### config.mk
export PLATFORM = sky130hd
export DESIGN_NAME = ysyx_25040111_memresp
export DESIGN_NICKNAME = d
export VERILOG_FILES = /design/src/rtl/ysyx_25040111_memresp_pkg.sv /design/src/rtl/ysyx_25040111_memresp_skid.sv /design/src/rtl/ysyx_25040111_memresp.sv
export SDC_FILE = /design/constraint.sdc
export NUM_CORES = 1
export LEC_CHECK = 0
export CAP_MARGIN = 20
export CORE_MARGIN = 2
export CORE_UTILIZATION = 55
export CTS_CLUSTER_SIZE = 30
export DETAILED_ROUTE_END_ITERATION = 7
export PLACE_DENSITY = 0.83
export SYNTH_ARGS = -nofsm -noshare
export SYNTH_HDL_FRONTEND = slang
export SYNTH_HIERARCHICAL = 1
export SYNTH_SLANG_ARGS = --single-unit
export TNS_END_PERCENT = 100
### constraint.sdc
create_clock -name clock -period 6.3 [get_ports clock]
set_clock_uncertainty 0.05 [all_clocks]
set_input_delay 1.26 -clock clock [delete_from_list [all_inputs] [get_ports clock]]
set_output_delay 1.26 -clock clock [all_outputs]
set_load 0.005 [all_outputs]
### src/rtl/ysyx_25040111_memresp_pkg.sv
// rtl/ysyx_25040111_memresp_pkg.sv - shared encodings for the refill read responder
package ysyx_25040111_memresp_pkg;

  localparam int IF_W = 32;

  typedef enum logic [2:0] {
    S_IDLE = 3'd0,
    S_WAIT = 3'd1,
    S_REQ  = 3'd2,
    S_RESP = 3'd3,
    S_DONE = 3'd4
  } state_t;

  // Offset compare so that addresses below base wrap to huge offsets and fail.
  function automatic logic addr_in_range(input logic [IF_W-1:0] addr,
                                         input logic [IF_W-1:0] base,
                                         input int              size_log2);
    logic [IF_W-1:0] off;
    off = addr - base;
    return {1'b0, off} < (33'd1 << size_log2);
  endfunction

endpackage

### src/rtl/ysyx_25040111_memresp_skid.sv
// rtl/ysyx_25040111_memresp_skid.sv - one-entry address skid buffer with sticky overflow
module ysyx_25040111_memresp_skid
  import ysyx_25040111_memresp_pkg::*;
(
  input  logic            clock,
  input  logic            reset,
  input  logic            push,
  input  logic            pop,
  input  logic [IF_W-1:0] din,
  output logic [IF_W-1:0] dout,
  output logic            full,
  output logic            ovf
);

  always_ff @(posedge clock or negedge reset) begin
    if (!reset) begin
      dout <= '0;
      full <= 1'b0;
      ovf  <= 1'b0;
    end else begin
      // A push coinciding with a pop reuses the slot being freed.
      if (push && (!full || pop)) begin
        dout <= din;
        full <= 1'b1;
      end else if (pop) begin
        full <= 1'b0;
      end
      if (push && full && !pop) begin
        ovf <= 1'b1;
      end
    end
  end

endmodule

### src/rtl/ysyx_25040111_memresp.sv
// rtl/ysyx_25040111_memresp.sv - memory-side read responder for cache refills
module ysyx_25040111_memresp
  import ysyx_25040111_memresp_pkg::*;
#(
  parameter int          LATENCY = 0,
  parameter logic [31:0] BASE    = 32'h8000_0000,
  parameter int          SIZE_Ls = 24
) (
  input  logic        clock,
  input  logic        reset,
  input  logic        rstart,
  input  logic [31:0] raddr,
  output logic        rok,
  output logic [31:0] rdata,
  output logic        rerr,
  output logic        ovf,
  output logic        mem_req,
  output logic [31:0] mem_addr,
  input  logic        mem_gnt,
  input  logic        mem_rvalid,
  input  logic [31:0] mem_rdata
);

  localparam logic [7:0] LAT_LOAD = (LATENCY > 0) ? 8'(LATENCY - 1) : 8'd0;

  state_t          state;
  logic [IF_W-1:0] cur_addr;
  logic [7:0]      cnt;
  logic            skid_full;
  logic            skid_push;
  logic            skid_pop;
  logic [IF_W-1:0] skid_addr;
  logic            launch;
  logic [IF_W-1:0] launch_addr;

  // Next address to serve: a fresh pulse in IDLE, or from DONE the skid entry
  // first, falling back to a same-cycle pulse so DONE never needs an IDLE bubble.
  always_comb begin
    launch      = 1'b0;
    launch_addr = raddr;
    case (state)
      S_IDLE: launch = rstart;
      S_DONE: begin
        launch = skid_full | rstart;
        if (skid_full) begin
          launch_addr = skid_addr;
        end
      end
      default: launch = 1'b0;
    endcase
  end

  assign skid_pop  = (state == S_DONE) && skid_full;
  assign skid_push = rstart && (state != S_IDLE) &&
                     !((state == S_DONE) && !skid_full);

  ysyx_25040111_memresp_skid u_skid (
    .clock (clock),
    .reset (reset),
    .push  (skid_push),
    .pop   (skid_pop),
    .din   (raddr),
    .dout  (skid_addr),
    .full  (skid_full),
    .ovf   (ovf)
  );

  always_ff @(posedge clock or negedge reset) begin
    if (!reset) begin
      state    <= S_IDLE;
      cur_addr <= '0;
      cnt      <= 8'd0;
      rok      <= 1'b0;
      rdata    <= '0;
      rerr     <= 1'b0;
      mem_req  <= 1'b0;
      mem_addr <= '0;
    end else begin
      rok <= 1'b0;
      case (state)
        S_IDLE, S_DONE: begin
          if (launch) begin
            cur_addr <= launch_addr;
            if (LATENCY > 0) begin
              state <= S_WAIT;
              cnt   <= LAT_LOAD;
            end else begin
              state    <= S_REQ;
              mem_req  <= addr_in_range(launch_addr, BASE, SIZE_Ls);
              mem_addr <= {launch_addr[31:2], 2'b00};
            end
          end else begin
            state <= S_IDLE;
          end
        end
        S_WAIT: begin
          if (cnt == 8'd0) begin
            state    <= S_REQ;
            mem_req  <= addr_in_range(cur_addr, BASE, SIZE_Ls);
            mem_addr <= {cur_addr[31:2], 2'b00};
          end else begin
            cnt <= cnt - 8'd1;
          end
        end
        S_REQ: begin
          // mem_req low on REQ entry means the range check already failed.
          if (!mem_req) begin
            state <= S_DONE;
            rok   <= 1'b1;
            rerr  <= 1'b1;
            rdata <= '0;
          end else if (mem_gnt) begin
            mem_req <= 1'b0;
            state   <= S_RESP;
          end
        end
        S_RESP: begin
          if (mem_rvalid) begin
            state <= S_DONE;
            rok   <= 1'b1;
            rerr  <= 1'b0;
            rdata <= mem_rdata;
          end
        end
        default: state <= S_IDLE;
      endcase
    end
  end

endmodule

==> results of run 1 <==
[metal layers]
| metal | wire length (um) | part of all wire | track usage |
|---|---|---|---|
| met4 | 198 | 0.014 | 0.0815 |
| met5 | 0 | 0 | 0 |
| met1 | 6140 | 0.43 | 0.299 |
| met2 | 7000 | 0.49 | 0.400 |
| met3 | 1040 | 0.072 | 0.0964 |
[area by class of cell]
class                           count  area [um2]
Tap cell                          143         179
Multi-Input combinational cell    377        2620
Sequential cell                   138        3450
Inverter                            9        33.8
Fill cell                         778        3040
Clock inverter                      8         165
Clock buffer                       24         472
Timing Repair Buffer              140        1400
[worst max-delay path by stage]
stage | startpoint | endpoint | slack [ns] | cells after the start
after floorplan | rstart | mem_addr[10] | 3.62 | 6
after global placement | rstart | mem_addr[31] | 2.31 | 6
after CTS | rstart | mem_addr[31] | 2.70 | 6
final | rstart | mem_addr[31] | 3.02 | 7
after global routing | rstart | mem_addr[31] | 2.90 | 7
after detailed placement | rstart | mem_addr[31] | 2.26 | 6
[critical path, stage by stage]
cell             delay [ns]
clkdlybuf4s50_1        0.47
a21oi_1                0.05
nor3_2                 0.11
buf_4                  0.53
or2_2                  0.49
buf_12                 0.27
mux2_1                 0.34
[power groups by stage]
stage               combinational (uW)  clock (uW)  sequential, uW
detailed placement                1280           0            1410
finish                            1280        1080            1400
floorplan                          915           0            1370
global placement                  1230           0            1390
global route                      1380        1140            1440
CTS                               1280        1100            1400
[through the flow]
step,hold slack [ns],cell area (um2),total power [uW],worst slack [ns],std cells
after CTS,0.423,8290,3780,2.70,837
after detailed placement,0.409,7650,2680,2.26,805
after global placement,0.399,7650,2620,2.31,805
after floorplan,0.396,6360,2280,3.62,562
final,0.417,8330,3760,3.02,839
after global routing,0.434,8330,3960,2.90,839
[registers in the layout, summed over array words and instances, names as in the netlist]
register	cells
cnt	8
cur_addr	30
mem_addr	30
mem_req	1
rdata	32
rerr	1
rok	1
state	3
u_skid/dout	30
u_skid/full	1
u_skid/ovf	1
[cells in the final DEF, fill, tap and decap left out, drive strengths merged, types with 3 or more instances in the layout]
| cell | n |
|---|---|
| nor2 | 66 |
| nor3 | 4 |
| clkdlybuf4s50 | 131 |
| dfrtp | 138 |
| o21ai | 5 |
| inv | 9 |
| bufinv | 5 |
| clkbuf | 24 |
| nor4 | 3 |
| nand3 | 32 |
| nand2b | 3 |
| mux2i | 30 |
| xnor2 | 5 |
| clkinv | 3 |
| nand2 | 73 |
| a21oi | 63 |
| buf | 9 |
| mux2 | 60 |
==> key figures, run 1 <==
Clocking
  – Clk buf depth: 2
  – Clk root buf: clkbuf_16
  – Clk slew on worst S/H paths: about 0.05 ns
  – H-tree Lvls: 4
  – CTS sink cnt: 138
  – CTS Buf Count: 17
  – Worst-skew pair later-pin latency: 0.41 ns
  – Setup repair bufs after CTS: 0
  – CTS resizes: 0
  – Hold_buf cts: 0
  – TritonCTS clock tree: done

Worst hold path
  – Hold Crit Start: rdata[21]
  – Hold worst-path end: rdata[21]
  – Number of stages on the worst hold path: 2
  – Worst Hold Class: flop to flop

Route
  – Antenna-violating nets left: 0
  – Via count of the routed design: ~4600
  – DRC viols: 0
  – First-pass DRT Iterations: 4
  – Detailed Route Iter0 Violations: around 250
  – Wirelength per Cell: about 17 um
  – Via-to-Cell Ratio: 5.43
  – Final WL: ~14 mm

Setup path
  – Req. time, crit path: 6.54 ns
  – R2R cell count: 6
  – Reg2Reg Setup Slack: 3.30 ns
  – Reg2reg start: state[0]
  – Setup CP Type: primary input to flop
  – Crit path launch type: primary input
  – R2r endpoint: mem_addr[31]
  – Crit path max fanout: 63
  – Crit. End Element: flop
  – Critical Path AT: 3.52 ns

Synthesis
  – YS warnings: 6
  – Syn Area/Cell: 11.3 um2
  – Netlist Area Pre-Place: roughly 6400 um2
  – Synthesized instance count: 561

Outcome
  – Outcome: completed

Power and ir drop
  – Sw frac: 0.291
  – Switch Pwr: about 1100 uW
  – Power Density: about 450 nW/um2
  – Clock network fraction of total power: 0.287
  – P_leak: 0.00382 uW
  – Reg power frac: 0.373
  – Internal power: 2670 uW
  – Comb power frac: 0.340
  – Max VDD drop: ~320 uV

Timing
  – Final critical-path required period: 3.28 ns
  – Final setup violating endpoints: 0
  – Final hold vios: 0
  – Worst Max-Slew Pin Slew: 0.738 ns
  – Slew Limit Fails: 0
  – Unrepaired setup endpoints after global routing: no
  – Setup_tns: 0 ns
  – Max transition margin: 0.508
  – Peak Freq: about 300 MHz
  – Part of the cycle the worst path needs: 0.521

GRT
  – Largest net degree at the start of global routing: slightly above 80
  – Vias in the first global route: slightly below 5000
  – Initial antenna violation count: 0
  – Aggregate global-route resource usage: 0.244
  – First-pass GRT wire length: 24.2 mm
  – Global route overflow: 0

Finish
  – Area grow syn2layout: 31.0%
  – Nets: 754
  – Share of cells above drive strength 1: 0.155
  – ANT cells: 0
  – Post-Route Utilization: 0.732

Die
  – Io pins: ~140
  – Die ar.: 12400 um2
  – Core area: 11400 um2
  – Chip Width: 112 um
  – Die Ht: 112 um
  – Row count: 39
  – Initial Util: 0.559

Placement
  – Post-DP HPWL: approximately 9 mm
  – Routability cong.: about 0.79
  – PortBufs: 132

Flow run
  – Max-Cap Viols: 0
Note: power is estimated with default switching activity, not from simulation.
==> run 2: changes to the inputs <==
CORE_UTILIZATION = 51   (was 55)
PLACE_DENSITY = 0.78   (was 0.83)
clock period = 3.2 ns   (was 6.3 ns; I/O delays follow)
==> key figures, run 2 (synthesis gave the netlist of run 1 again) <==
Timing
  – Final setup violating endpoints: 0 (unchanged)
  – Setup_tns: 0 ns (unchanged)
  – Max transition margin: 0.522 (was 0.508)
  – Final hold vios: 0 (unchanged)
  – Peak Freq: 388 MHz
  – Final worst slack: 0.622 ns (was 3.02 ns)
  – Slew Limit Fails: 0 (unchanged)
  – Unrepaired setup endpoints after global routing: no (unchanged)
  – Worst Max-Slew Pin Slew: 0.717 ns (was 0.738 ns)
  – Final critical-path required period: between 2 and 3 ns
  – Part of the cycle the worst path needs: 0.806

Setup path
  – Req. time, crit path: 3.45 ns (was 6.54 ns)
  – Critical Path AT: 2.83 ns (was 3.52 ns)
  – Crit path max fanout: 16 (was 63)
  – Crit. End Element: flop (unchanged)
  – R2R cell count: 7 (was 6)
  – Setup CP Type: flop to flop (was primary input to flop)
  – Crit path launch type: flop (was primary input)

Worst hold path
  – Worst Hold Class: primary input to async pin (was flop to flop)

Clocking
  – CTS Buf Count: 17 (unchanged)
  – Worst-skew pair later-pin latency: 0.41 ns (about the same)
  – CTS resizes: 0 (unchanged)
  – Setup repair bufs after CTS: 0 (unchanged)
  – Hold_buf cts: 0 (unchanged)
  – CTS sink cnt: 138 (unchanged)
  – H-tree Lvls: 4 (unchanged)
  – TritonCTS clock tree: done (unchanged)
  – Clk buf depth: 2 (unchanged)
  – Clk slew on worst S/H paths: 0.06 ns (was 0.05 ns)
  – Clk root buf: clkbuf_16 (unchanged)

Die
  – Initial Util: 0.525 (was 0.559)
  – Core area: 12100 um2 (was 11400 um2)
  – Row count: 40 (was 39)
  – Die Ht: 116 um (was 112 um)
  – Chip Width: 116 um (was 112 um)
  – Io pins: 137 (unchanged)
  – Die ar.: 13400 um2 (was 12400 um2)

Route
  – First-pass DRT Iterations: 4 (unchanged)
  – Via-to-Cell Ratio: 5.24 (was 5.43)
  – Detailed Route Iter0 Violations: 358 (was 253)
  – Antenna-violating nets left: 0 (unchanged)
  – DRC viols: 0 (unchanged)
  – Via count of the routed design: 4539 (was 4556)
  – Final WL: 14.2 mm (was 14.4 mm)
  – Wirelength per Cell: 16.4 um (was 17.1 um)

GRT
  – Vias in the first global route: 4743 (was 4879)
  – Global route overflow: 0 (unchanged)
  – Initial antenna violation count: 0 (unchanged)
  – Largest net degree at the start of global routing: 82 (unchanged)
  – First-pass GRT wire length: 23.4 mm (was 24.2 mm)
  – Aggregate global-route resource usage: 0.225 (was 0.244)

Finish
  – ANT cells: 0 (unchanged)
  – Reg with most FFs: rdata (unchanged)
  – Share of cells above drive strength 1: 0.160 (was 0.155)
  – Area grow syn2layout: 30.8% (was 31.0%)
  – Max reg flops: 32 (unchanged)
  – Nets: 758 (was 754)
  – Most common cell after layout, fill and taps aside: dfrtp_1 (unchanged)
  – Most frequent cells in the layout: 138 x dfrtp_1, 131 x clkdlybuf4s50_1, 72 x nand2_1, 65 x nor2_1, 62 x a21oi_1 (unchanged)
  – Fill cells: 903 (was 778)

Outcome
  – Outcome: completed (unchanged)

Placement
  – Routability cong.: 0.795 (was 0.790)
  – PortBufs: 132 (unchanged)
  – Place WS: 0.378 ns (was 2.26 ns)
  – Post-DP HPWL: 9.23 mm (was 9.02 mm)

Power and ir drop
  – Tot Pwr: 7160 uW (was 3760 uW)
  – Max VDD drop: 401 uV (was 324 uV)
  – P_leak: 0.00380 uW (was 0.00382 uW)
  – Power Density: 862 nW/um2 (was 452 nW/um2)

Flow run
  – Max-Cap Viols: 0 (unchanged)
[run 2: final cells by class]
type / count / area, um2 / area share
Sequential cell: 138 / 3450 / 0.415
Multi-Input combinational cell: 377 / 2620 / 0.315
Timing Repair Buffer: 144 / 1430 / 0.172
Clock buffer: 22 / 464 / 0.0558
Tap cell: 168 / 210 / 0.0253
Clock inverter: 8 / 96.3 / 0.0116
Inverter: 9 / 33.8 / 0.00406
[run 2: layer usage]
metal | GRT usage | part of all wire | vias up
met4 | 0.0579 | 0.010 | 0
met3 | 0.101 | 0.083 | 15
met1 | 0.285 | 0.44 | 2216
met5 | 0 | 0 | -
met2 | 0.356 | 0.47 | 149
li1 | - | - | 2159
[run 2: metrics by stage]
step | cells | utilization | instance area (um2) | hold WS (ns)
3_3_place_gp | 835 | 0.638 | 7720 | 0.399
5_1_grt | 866 | 0.686 | 8310 | 0.263
3_5_place_dp | 835 | 0.638 | 7720 | 0.407
6_report | 866 | 0.686 | 8310 | 0.190
2_1_floorplan | 562 | - | 6360 | 0.294
4_1_cts | 865 | 0.684 | 8280 | 0.232
[run 2: path summary, 6_finish.rpt]
path	from	slack (ns)	endpoint
worst max register to register	cnt[0]	0.62	mem_addr[17]
worst min-delay path	reset	0.19	mem_addr[9]
max in group asynchronous	reset	2.10	u_skid/dout[12]
worst max-delay path	cnt[0]	0.62	mem_addr[17]
worst min register to register	rdata[12]	0.41	rdata[12]
min in group clock	rdata[12]	0.41	rdata[12]
[run 2: power breakdown]
group | switching, uW | internal [uW] | leakage, uW
Combinational | 1040 | 1480 | 0.00183
Sequential | 412 | 2360 | 0.00170
Clock | 699 | 1170 | 0.000276
[run 2: worst max-delay path, cell delays in order, from the launching register on]
cell     delay (ns)
dfrtp_1        0.37
inv_1          0.12
ha_1           0.15
nor3b_1        0.37
and3b_2        0.29
or2_2          0.53
buf_16         0.25
mux2_4         0.32
==> run 3: changes to the inputs <==
CORE_UTILIZATION = 46   (was 51)
PLACE_DENSITY = 0.74   (was 0.78)
clock period = 2.1 ns   (was 3.2 ns; I/O delays follow)
==> key figures, run 3 (synthesis gave the netlist of run 1 again) <==
Power and ir drop
  – Power Density: 1330 nW/um2 (was 862 nW/um2)
  – Sw frac: 0.291 (was 0.300)
  – Comb power frac: 0.367 (was 0.352)
  – P_leak: 0.00398 uW (was 0.00380 uW)
  – Clock network fraction of total power: 0.267 (was 0.261)
  – Switch Pwr: 3340 uW (was 2150 uW)
  – Max VDD drop: 600 uV (was 401 uV)
  – Reg power frac: 0.366 (was 0.387)
  – Tot Pwr: 11500 uW (was 7160 uW)
  – Internal power: 8140 uW (was 5010 uW)

Route
  – First-pass DRT Iterations: 4 (unchanged)
  – Detailed Route Iter0 Violations: 399 (was 358)
  – Final WL: 14.6 mm (was 14.2 mm)
  – Via-to-Cell Ratio: 5.22 (was 5.24)
  – Antenna-violating nets left: 0 (unchanged)
  – Wirelength per Cell: 16.3 um (was 16.4 um)
  – Via count of the routed design: 4673 (was 4539)
  – DRC viols: 0 (unchanged)

Die
  – Die ar.: 14800 um2 (was 13400 um2)
  – Chip Width: 122 um (was 116 um)
  – Row count: 42 (was 40)
  – Die Ht: 122 um (was 116 um)
  – Io pins: 137 (unchanged)
  – Core area: 13300 um2 (was 12100 um2)
  – Initial Util: 0.476 (was 0.525)

Timing
  – Setup_tns: 0 ns (unchanged)
  – Final critical-path required period: 2.01 ns (was 2.58 ns)
  – Final setup violating endpoints: 0 (unchanged)
  – Unrepaired setup endpoints after global routing: no (unchanged)
  – Slew Limit Fails: 0 (unchanged)
  – Part of the cycle the worst path needs: 0.959 (was 0.806)
  – Peak Freq: 497 MHz (was 388 MHz)
  – Final hold vios: 0 (unchanged)

Flow run
  – Max-Cap Viols: 0 (unchanged)

Setup path
  – Setup CP Type: flop to flop (unchanged)
  – Critical Path AT: 2.26 ns (was 2.83 ns)
  – Crit path launch type: flop (unchanged)
  – Crit. End Element: flop (unchanged)
  – Req. time, crit path: 2.34 ns (was 3.45 ns)
  – Crit path max fanout: 13 (was 16)

Finish
  – Layout Cells excl Fill: 896 (was 866)
  – Most common cell after layout, fill and taps aside: dfrtp_1 (unchanged)
  – Nets: 780 (was 758)
  – Fill cells: 1026 (was 903)
  – Reg with most FFs: rdata (unchanged)
  – Max reg flops: 32 (unchanged)
  – ANT cells: 0 (unchanged)
  – Share of cells above drive strength 1: 0.193 (was 0.160)
  – Most frequent cells in the layout: 137 x dfrtp_1, 131 x clkdlybuf4s50_1, 72 x nand2_1, 65 x nor2_1, 62 x a21oi_1 (was 138 x dfrtp_1, 131 x clkdlybuf4s50_1, 72 x nand2_1, 65 x nor2_1, 62 x a21oi_1)
  – Post-Route Utilization: 0.649 (was 0.686)
  – Area grow syn2layout: 36.2% (was 30.8%)

GRT
  – Aggregate global-route resource usage: 0.211 (was 0.225)
  – Global route overflow: 0 (unchanged)
  – First-pass GRT wire length: 24.4 mm (was 23.4 mm)
  – Largest net degree at the start of global routing: 64 (was 82)
  – Vias in the first global route: 4847 (was 4743)
  – Initial antenna violation count: 0 (unchanged)

Clocking
  – TritonCTS clock tree: done (unchanged)
  – H-tree Lvls: 4 (unchanged)
  – Clk root buf: clkbuf_16 (unchanged)
  – Worst-skew pair later-pin latency: 0.41 ns (about the same)
  – CTS sink cnt: 138 (unchanged)
  – Clk slew on worst S/H paths: 0.06 ns (about the same)
  – Clk buf depth: 2 (unchanged)
  – CTS Buf Count: 17 (unchanged)

Placement
  – PortBufs: 132 (unchanged)
  – Post-DP HPWL: 9.76 mm (was 9.23 mm)
  – Routability cong.: 0.797 (was 0.795)
  – Post-placement cell count: 860 (was 835)

Worst hold path
  – Worst Hold Class: flop to flop (was primary input to async pin)

Outcome
  – Outcome: completed (unchanged)
## run 3: area by class of cell
cell class | instances | area, um2 | area share
Clock buffer | 23 | 498 | 0.0575
Clock inverter | 7 | 114 | 0.0132
Inverter | 9 | 33.8 | 0.00390
Multi-Input combinational cell | 377 | 2640 | 0.305
Sequential cell | 138 | 3450 | 0.399
Tap cell | 176 | 220 | 0.0254
Timing Repair Buffer | 166 | 1700 | 0.196
## run 3: what timing repair did
item                                    CTS  global route
hold buffers                              1             0
hold endpoints to repair                 47             0
buffers inserted                          0             5
gates resized for setup                   5             2
endpoints found under the setup margin   22            29
## run 3: stage by stage
step | cell area, um2 | hold slack, ns | setup WS (ns)
floorplan | 6360 | 0.0744 | 0.0771
global placement | 7960 | 0.345 | -0.00819
detailed placement | 7960 | 0.352 | -0.122
CTS | 8600 | 0.417 | 0.0131
global route | 8660 | 0.437 | 0.0201
finish | 8660 | 0.414 | 0.0864
## run 3: worst max-delay path, stage by stage (launching register included)
cell      delay, ns
dfrtp_2        0.45
nor4bb_4       0.35
buf_12         0.18
buf_12         0.16
mux2i_2        0.27
a21oi_1        0.14
mux2_4         0.29
## run 3: metal layers
| layer | part of all wire | global-route usage | wire, um |
|---|---|---|---|
| met1 | 0.43 | 0.270 | 6320 |
| met5 | 0 | 0 | 0 |
| met3 | 0.077 | 0.0829 | 1120 |
| met2 | 0.48 | 0.341 | 7010 |
| met4 | 0.0099 | 0.0510 | 145 |
## run 3: worst paths after layout
check	depth (start not counted)	slack, ns	end	start
min reg2reg	2	0.41	rdata[23]	rdata[23]
min	2	0.41	rdata[23]	rdata[23]
min in group asynchronous	2	0.48	cur_addr[9]	reset
max in group asynchronous	3	0.83	cur_addr[27]	reset
max	6	0.09	mem_addr[29]	state[1]
max reg2reg	6	0.09	mem_addr[29]	state[1]
## run 3: power by group through the flow
stage               Clock [uW]  Combinational (uW)  Sequential, uW
floorplan                    0                2740            4100
global placement             0                4000            4150
detailed placement           0                4120            4210
CTS                       3130                4170            4190
global route              3250                4550            4320
finish                    3060                4220            4200
